==> src/rtl/tft_sdram_pkg.sv <==
`default_nettype none
// ============================================================================
// Module   : tft_sdram_pkg
// Brief    : Shared arbiter state encoding, SDRAM address fields, TFT limits.
// Revision : 1.0 - initial release
// ============================================================================
package tft_sdram_pkg;

    localparam int PAGE_W = 3;
    localparam int ROW_W  = 9;
    localparam int COL_W  = 10;
    localparam int PACK_W = PAGE_W + ROW_W + COL_W;

    localparam int TFT_ROWS = 480;
    localparam int TFT_COLS = 800;

    typedef enum logic [1:0] {
        ST_IDLE     = 2'd0,
        ST_RD_ISSUE = 2'd1,
        ST_RD_WAIT  = 2'd2,
        ST_WR_ISSUE = 2'd3
    } arb_state_t;

    function automatic logic [PACK_W-1:0] pack_addr(
        input logic [PAGE_W-1:0] page,
        input logic [ROW_W-1:0]  row,
        input logic [COL_W-1:0]  col
    );
        return {page, row, col};
    endfunction

endpackage
`default_nettype wire

==> src/rtl/sdram_beat_cnt.sv <==
`default_nettype none
// ============================================================================
// Module   : sdram_beat_cnt
// Brief    : Read-burst beat counter with terminal-count flag.
// Revision : 1.0 - initial release
// ============================================================================
module sdram_beat_cnt #(
    parameter int BURST_LEN = 8
) (
    input  logic clk,
    input  logic nrst,
    input  logic i_clr,
    input  logic i_inc,
    output logic o_last
);

    localparam int                 c_CNT_W = (BURST_LEN > 1) ? $clog2(BURST_LEN) : 1;
    localparam logic [c_CNT_W-1:0] c_LAST  = c_CNT_W'(BURST_LEN - 1);

    logic [c_CNT_W-1:0] r_cnt;

    always_ff @(posedge clk or negedge nrst) begin
        if (!nrst) begin
            r_cnt <= '0;
        end else if (i_clr) begin
            r_cnt <= '0;
        end else if (i_inc) begin
            r_cnt <= r_cnt + c_CNT_W'(1);
        end
    end

    // High while the next beat to arrive is the final one of the burst.
    assign o_last = (r_cnt == c_LAST);

endmodule
`default_nettype wire

==> src/rtl/sdram_port_arbiter.sv <==
`default_nettype none
// ============================================================================
// Module   : sdram_port_arbiter
// Brief    : Shares the SDRAM command port between display reads and user writes.
// Revision : 1.0 - initial release
// ============================================================================
module sdram_port_arbiter
    import tft_sdram_pkg::*;
#(
    parameter int BURST_LEN  = 8,
    parameter int STARVE_MAX = 4,
    parameter int ADDR_W     = 22
) (
    input  logic              clk,
    input  logic              nrst,
    input  logic              rd_req,
    input  logic [2:0]        rd_page,
    input  logic [8:0]        rd_row,
    input  logic [9:0]        rd_col,
    output logic              rd_ack,
    output logic [15:0]       rd_data,
    output logic              rd_data_valid,
    output logic              rd_done,
    input  logic              wr_req,
    input  logic [2:0]        wr_page,
    input  logic [8:0]        wr_row,
    input  logic [9:0]        wr_col,
    input  logic [15:0]       wr_data,
    output logic              wr_ack,
    output logic              sd_cmd_valid,
    input  logic              sd_cmd_ready,
    output logic              sd_cmd_we,
    output logic [ADDR_W-1:0] sd_cmd_addr,
    output logic [7:0]        sd_cmd_len,
    output logic [15:0]       sd_wdata,
    input  logic [15:0]       sd_rdata,
    input  logic              sd_rdata_valid,
    output logic              busy
);

    localparam int                    c_STARVE_W   = (STARVE_MAX > 0) ? $clog2(STARVE_MAX + 1) : 1;
    localparam logic [c_STARVE_W-1:0] c_STARVE_MAX = c_STARVE_W'(STARVE_MAX);
    // A 256-beat burst wraps to 0 in the 8-bit length field.
    localparam logic [7:0]            c_RD_LEN     = 8'(BURST_LEN);

    arb_state_t r_state;
    arb_state_t w_state_nxt;

    logic                  w_rd_grant;
    logic                  w_wr_grant;
    logic                  w_beat;
    logic                  w_beat_clr;
    logic                  w_beat_last;
    logic [c_STARVE_W-1:0] r_starve;

    logic                  r_cmd_we;
    logic [ADDR_W-1:0]     r_cmd_addr;
    logic [7:0]            r_cmd_len;
    logic [15:0]           r_wdata;
    logic [15:0]           r_rd_data;
    logic                  r_rd_data_valid;
    logic                  r_rd_done;

    assign w_beat = (r_state == ST_RD_WAIT) && sd_rdata_valid;

    always_ff @(posedge clk or negedge nrst) begin
        if (!nrst) begin
            r_state <= ST_IDLE;
        end else begin
            r_state <= w_state_nxt;
        end
    end

    always_comb begin
        w_state_nxt = r_state;
        w_rd_grant  = 1'b0;
        w_wr_grant  = 1'b0;
        w_beat_clr  = 1'b0;
        rd_ack      = 1'b0;
        wr_ack      = 1'b0;
        case (r_state)
            ST_IDLE: begin
                if (wr_req && ((r_starve == c_STARVE_MAX) || !rd_req)) begin
                    w_wr_grant  = 1'b1;
                    w_state_nxt = ST_WR_ISSUE;
                end else if (rd_req) begin
                    w_rd_grant  = 1'b1;
                    w_state_nxt = ST_RD_ISSUE;
                end
            end
            ST_RD_ISSUE: begin
                if (sd_cmd_ready) begin
                    rd_ack      = 1'b1;
                    w_beat_clr  = 1'b1;
                    w_state_nxt = ST_RD_WAIT;
                end
            end
            ST_RD_WAIT: begin
                if (w_beat && w_beat_last) begin
                    w_state_nxt = ST_IDLE;
                end
            end
            ST_WR_ISSUE: begin
                if (sd_cmd_ready) begin
                    wr_ack      = 1'b1;
                    w_state_nxt = ST_IDLE;
                end
            end
            default: w_state_nxt = ST_IDLE;
        endcase
    end

    // Write priority rises only while a write is actually waiting behind reads.
    always_ff @(posedge clk or negedge nrst) begin
        if (!nrst) begin
            r_starve <= '0;
        end else if (!wr_req || w_wr_grant) begin
            r_starve <= '0;
        end else if (w_rd_grant && (r_starve != c_STARVE_MAX)) begin
            r_starve <= r_starve + c_STARVE_W'(1);
        end
    end

    // Command fields are captured at grant so they stay frozen through a stall.
    always_ff @(posedge clk or negedge nrst) begin
        if (!nrst) begin
            r_cmd_we   <= 1'b0;
            r_cmd_addr <= '0;
            r_cmd_len  <= '0;
            r_wdata    <= '0;
        end else if (w_rd_grant) begin
            r_cmd_we   <= 1'b0;
            r_cmd_addr <= ADDR_W'(pack_addr(rd_page, rd_row, rd_col));
            r_cmd_len  <= c_RD_LEN;
            r_wdata    <= '0;
        end else if (w_wr_grant) begin
            r_cmd_we   <= 1'b1;
            r_cmd_addr <= ADDR_W'(pack_addr(wr_page, wr_row, wr_col));
            r_cmd_len  <= 8'd1;
            r_wdata    <= wr_data;
        end
    end

    always_ff @(posedge clk or negedge nrst) begin
        if (!nrst) begin
            r_rd_data       <= '0;
            r_rd_data_valid <= 1'b0;
            r_rd_done       <= 1'b0;
        end else begin
            r_rd_data_valid <= w_beat;
            r_rd_done       <= w_beat && w_beat_last;
            if (w_beat) begin
                r_rd_data <= sd_rdata;
            end
        end
    end

    sdram_beat_cnt #(
        .BURST_LEN (BURST_LEN)
    ) u_beat_cnt (
        .clk    (clk),
        .nrst   (nrst),
        .i_clr  (w_beat_clr),
        .i_inc  (w_beat),
        .o_last (w_beat_last)
    );

    assign sd_cmd_valid  = (r_state == ST_RD_ISSUE) || (r_state == ST_WR_ISSUE);
    assign sd_cmd_we     = r_cmd_we;
    assign sd_cmd_addr   = r_cmd_addr;
    assign sd_cmd_len    = r_cmd_len;
    assign sd_wdata      = r_wdata;
    assign rd_data       = r_rd_data;
    assign rd_data_valid = r_rd_data_valid;
    assign rd_done       = r_rd_done;
    assign busy          = (r_state != ST_IDLE);

endmodule
`default_nettype wire

==> config.mk <==
export PLATFORM = sky130hd
export DESIGN_NAME = sdram_port_arbiter
export DESIGN_NICKNAME = d
export VERILOG_FILES = /design/src/rtl/tft_sdram_pkg.sv /design/src/rtl/sdram_beat_cnt.sv /design/src/rtl/sdram_port_arbiter.sv
export SDC_FILE = /design/constraint.sdc
export NUM_CORES = 1
export LEC_CHECK = 0
export ABC_AREA = 1
export BUFFER_PORTS_ARGS = -buffer_cell sky130_fd_sc_hd__buf_2
export CORE_MARGIN = 1
export CORE_UTILIZATION = 42
export CTS_CLUSTER_DIAMETER = 60
export CTS_CLUSTER_SIZE = 20
export DETAILED_ROUTE_END_ITERATION = 8
export PLACE_DENSITY = 0.76
export SYNTH_ARGS = -nofsm -noshare
export SYNTH_HDL_FRONTEND = slang
export SYNTH_HIERARCHICAL = 1
export SYNTH_SLANG_ARGS = --single-unit
==> constraint.sdc <==
create_clock -name clk -period 1.5 [get_ports clk]
set_input_delay 0.075 -clock clk [delete_from_list [all_inputs] [get_ports clk]]
set_output_delay 0.075 -clock clk [all_outputs]
set_load 0.005 [all_outputs]
=== After elaboration in Yosys (flattened, before gate mapping) ===
Index checks and enable logic that the tools add are counted.

* Eq/ne operators: 10
* Add/subtract/negate cells: 2
* Muxes and demuxes: 26
* Reduce and logical (&&, ||, !) cells: 15

{| class="wikitable"
|+ Operators by type and width
! kind !! count
|-
| two-way mux 22 bit || 2
|-
| two-way mux 16 bit || 2
|-
| two-way mux 8 bit || 2
|-
| two-way mux 3 bit || 4
|-
| two-way mux 1 bit || 10
|-
| two-way mux 2 bit || 5
|-
| one-hot mux 2 bit (4 select lines) || 1
|-
| nonzero test 2 bit || 4
|-
| adder 3 x 1 -> 3 bit, second input constant || 2
|-
| == test 3 bit, second input constant || 2
|-
| != test 3 bit, second input constant || 2
|-
| == test 2 bit, second input constant || 2
|-
| logical AND 1 bit || 4
|-
| != test 2 bit, second input constant || 2
|-
| AND reduction 4 bit || 1
|-
| logical OR 1 bit || 3
|-
| == test 2 x 1 -> 1 bit, second input constant || 1
|-
| zero test 1 bit || 2
|-
| zero test 2 bit || 1
|-
| != test 2 x 1 -> 1 bit, second input constant || 1
|}

* Word-level logic and storage cells: 63
* Register bits: 73

=== Logic depth before layout (Yosys ltp) ===
* Word-level depth: 8
* Depth in mapped cells: 10

=== Hierarchy ===
Netlist, hierarchy kept.

{| class="wikitable"
|+ By module, submodules not included
! module !! cells each !! times used !! area each (um^2)
|-
| sdram_port_arbiter || 395 || 1 || 3,119.2
|-
| sdram_beat_cnt || 17 || 1 || 151.4
|}

=== Least setup slack after synthesis ===
No wires, ideal clock.

* Path type: register to register
* Start point: reg r_starve[0]
* End point: reg r_cmd_addr[10] (netlist: sd_cmd_addr[10])
* Library setup time: 117 ps
* Setup slack: 52 ps
* Required time: 1,383 ps
* Clock period less this slack: 1,448 ps
* Cell stages (with the launch flop): 10
* Data arrival time: 1,330 ps
* Buffers on the path: 1
* Cell sequence: dfrtp_1 inv_1 ha_1 nand2_1 nand2_1 nand2_1 clkbuf_1 nand3_1 nand3_1 nand2_1

* Longest elaborated chain between the ends: 6
* Elaborated cells between the ends (all ways): 9
* Those cells by class: 1 x eq/ne; 5 x mux; 3 x reduce/logical

{| class="wikitable"
|+ RTL lines
! what !! RTL line !! text
|-
| start: declaration || sdram_port_arbiter.sv:54 || <nowiki>logic [c_STARVE_W-1:0] r_starve;</nowiki>
|-
| start signal: assignment || sdram_port_arbiter.sv:120 || <nowiki>r_starve <= r_starve + c_STARVE_W'(1);</nowiki>
|-
| == test 3 bit * || sdram_port_arbiter.sv:83 || <nowiki>if (wr_req && ((r_starve == c_STARVE_MAX) || !rd_req)) begin</nowiki>
|-
| logical OR 1 bit * || sdram_port_arbiter.sv:83 ||
|-
| logical AND 1 bit * || sdram_port_arbiter.sv:83 ||
|-
| two-way mux 1 bit || sdram_port_arbiter.sv:83 ||
|-
| two-way mux 1 bit || sdram_port_arbiter.sv:81 || <nowiki>case (r_state)</nowiki>
|-
| two-way mux 22 bit or nonzero test 2 bit (tied branches) || n/a ||
|-
| end signal: assignment || sdram_port_arbiter.sv:133 || <nowiki>r_cmd_addr <= ADDR_W'(pack_addr(rd_page, rd_row, rd_col));</nowiki>
|-
| end signal: assignment || sdram_port_arbiter.sv:138 || <nowiki>r_cmd_addr <= ADDR_W'(pack_addr(wr_page, wr_row, wr_col));</nowiki>
|-
| end: declaration || sdram_port_arbiter.sv:57 || <nowiki>logic [ADDR_W-1:0] r_cmd_addr;</nowiki>
|}

Every way passes the cells marked *; elsewhere a longest branch is shown, timed or not.
A chain may end at the register's enable or synchronous reset.

=== Worst setup path in the final report ===
* Start point: reg r_state[1]
* End point: out rd_ack

* Longest elaborated chain between the ends: 2

{| class="wikitable"
|+ RTL lines
! what !! RTL line !! text
|-
| start: declaration || sdram_port_arbiter.sv:46 || <nowiki>arb_state_t r_state;</nowiki>
|-
| start signal: assignment || sdram_port_arbiter.sv:70 || <nowiki>r_state <= w_state_nxt;</nowiki>
|-
| == test 2 x 1 -> 1 bit || sdram_port_arbiter.sv:81 ||
|-
| two-way mux 1 bit || sdram_port_arbiter.sv:81 ||
|-
| end: declaration || sdram_port_arbiter.sv:20 || <nowiki>output logic rd_ack,</nowiki>
|}

No other way between the ends.

==> qor.yml <==
outcome:
  outcome: "complete, no violations"
critical_path:
  slowest_delay_ns: 0.46
  path_cells: "buf_4, nor3_2, buf_4, buf_2"
  required_ns: 1.42
  endpoint_kind: "primary output"
  critical_path_class: "reg2out"
  path_buf_inv: 3
  cp.arrival_ns: 1.33
  crit_top_cell: "buf_4"
  start_kind: "register"
  crit_family: "flip-flops"
  critPathMaxFanout: 4
  slowest_stage: "dfrtp_2"
routing:
  totalWireLength_mm: 8.30
  drtAntennaViolNets: 0
  drc_errors: 0
  drtIter0Drc: 192
  viasPerCell: 4.59
  routedWlPerCell_um: 11.9
  vias: 3206
  drtPass1Iterations: 4
synthesis:
  netlist-cell-type-count: 24
  yosysSeqAreaShare_pct: 50.5
  syn_inst: 412
  syn_area_um2: 3270
  ys_ff_latch: 66
  synth_flop_cell: "dfrtp_1"
  ys_warn_count: 6
  synth_edf_count: 0
  syn_avg_cell_area_um2: 7.94
  async_reset_ff_share_pct: 100
floorplan:
  core.rowCount: 31
  start_util_pct: 44.1
  die_y_um: 90.2
  die_w_um: 90.2
  io_pins: 151
  core-area_um2: 7410
  dieArea_um2: 8140
sta:
  fin_crit_sh_pct: 93.9
  setup_tns_ns: 0
  whs_ns: 0.0329
  period_needed_ns: 1.41
  drv_slew: 0
  max_freq_mhz: 710
  finalHoldViolations: 0
  worst_clock_skew_ns: 0.00846
  rsz0062_at_grt: "yes"
  setup_viol: 0
placed_design:
  port_buffers: 144
  gp_congestion: 0.795
  dp_hpwl_mm: 5.50
cells_and_area:
  diodes: 0
  final_common_cell: "nand2_1"
  fin_util_pct: 63.2
  finalNetCount: 680
  final_layout_size_suffix_gt1_share_pct: 33.2
  layout_common_cells: "171 x nand2_1, 144 x buf_2, 65 x dfrtp_1"
  area_delta_synth_final_pct: 43.1
  fillerInstances: 645
power_and_ir_drop:
  vdd_ir_drop_max_uv: 747
  leakagePower_nw: 2.81
  cellPowerDensity_nw_per_um2: 1750
  fin_total_pwr_mw: 8.21
cts:
  cts.path.max_buffers: 2
  clk_pin_slew_ns: 0.08
  cts_tree: "done"
  clk_latency_ns: 0.33
  cts_buffers: 9
  numClockSinks: 66
  cts-root-buf: "clkbuf_8"
  htreeDepth: 3
flow_run:
  maxCapViolCount: 0
hold_path:
  hold_class: "in2reg"
grt:
  grt_pass1_wl_mm: 14.1
  grt_pass1_vias: 3173
  grt_max_degree: 67
  overflow: 0
  antenna_found_initial: 0
  grt_use_total_pct: 21.4
## worst reg2reg max path: stages (launching register included)
cell and delay [ns]:
dfrtp_1 0.39, inv_1 0.08, ha_1 0.14, nand2_1 0.05
nand2_1 0.09, nand2_2 0.10, nand2_4 0.11, clkbuf_16 0.17
nand2_1 0.05, nand3_1 0.07, nand2_1 0.06
## state kept, by name, indices dropped and copies added, names as in the netlist
name and cells:
u_beat_cnt/r_cnt 3, r_state 2, r_starve 3, sd_wdata 16, rd_done 1, sd_cmd_addr 22, rd_data_valid 1, rd_data 16
sd_cmd_len 2
## timing repair
action | 4_1_cts | 5_1_grt
gates cloned | 0 | 1
endpoints found under the setup margin | 31 | 40
hold buffers | 33 | 0
gates resized for setup | 2 | 4
setup buffers | 0 | 2
endpoints found under the hold margin | 98 | 0
## routing by layer
layer / global-route usage (%) / share of wire [%] / vias to the layer above
met4: 6.32 / 1.8 / 0
met2: 38.5 / 50 / 127
met1: 25.0 / 43 / 1469
li1: - / - / 1594
met5: 0 / 0 / -
met3: 5.33 / 5.5 / 16
## final timing paths
| check | from | endpoint | slack [ns] | cells after the start |
|---|---|---|---|---|
| max in group asynchronous | nrst | sd_cmd_addr[13]$_DFFE_PN0P_ | 0.91 | 3 |
| min reg2reg | sd_cmd_len[3]$_DFFE_PN0P_ | sd_cmd_len[3]$_DFFE_PN0P_ | 0.47 | 2 |
| max | r_state[1]$_DFFE_PN0P_ | rd_ack | 0.09 | 4 |
| min | wr_col[7] | sd_cmd_addr[7]$_DFFE_PN0P_ | 0.03 | 5 |
| max reg2reg | r_starve[0]$_DFFE_PN0P_ | sd_cmd_addr[6]$_DFFE_PN0P_ | 0.09 | 10 |
| min in group asynchronous | nrst | sd_cmd_addr[5]$_DFFE_PN0P_ | 0.30 | 3 |
## final cells by class
| class | instances | area (um2) | area share [%] |
|---|---|---|---|
| clock buffer | 9 | 124 | 2.65 |
| inverter | 56 | 213 | 4.54 |
| tap | 99 | 124 | 2.65 |
| timing repair buffer | 193 | 1250 | 26.6 |
| multi-input combinational | 268 | 1240 | 26.6 |
| sequential | 66 | 1650 | 35.3 |
| clock inverter | 7 | 77.6 | 1.66 |
## power by group
| group | switching (mW) | total, mW | internal [mW] |
|---|---|---|---|
| Sequential | 0.491 | 3.10 | 2.61 |
| Combinational | 2.02 | 3.62 | 1.59 |
| Clock | 0.713 | 1.49 | 0.781 |
| Total | 3.23 | 8.21 | 4.98 |
## synthesized netlist by cell type, drive strengths merged (2+ instances only)
| cell type | instances | area [um2] |
|---|---|---|
| o21ai | 4 | 20.0 |
| buf | 23 | 176 |
| ha | 4 | 50.1 |
| nand3 | 66 | 385 |
| inv | 56 | 210 |
| a21oi | 2 | 10.0 |
| nand2 | 175 | 674 |
| nor2 | 9 | 60.1 |
| dfrtp | 66 | 1650 |
| clkbuf | 4 | 15.0 |
## through the flow
step,area [um2],instances,worst slack [ns]
floorplan,3290,417,0.0522
detailed placement,4090,646,-0.0453
global route,4680,698,-0.0156
CTS,4630,695,0.0158
global placement,4090,646,0.0108
finish,4680,698,0.0920
## cell families after synthesis
logic type      synth area share (%)
flops                           50.5
simple gates                    34.4
buf+inv                         12.3
compound gates                 0.918
xor+xnor                       0.268
fa+ha+maj                       1.53
other cells                    0.115
No activity file was read; power rests on OpenSTA's default activity.
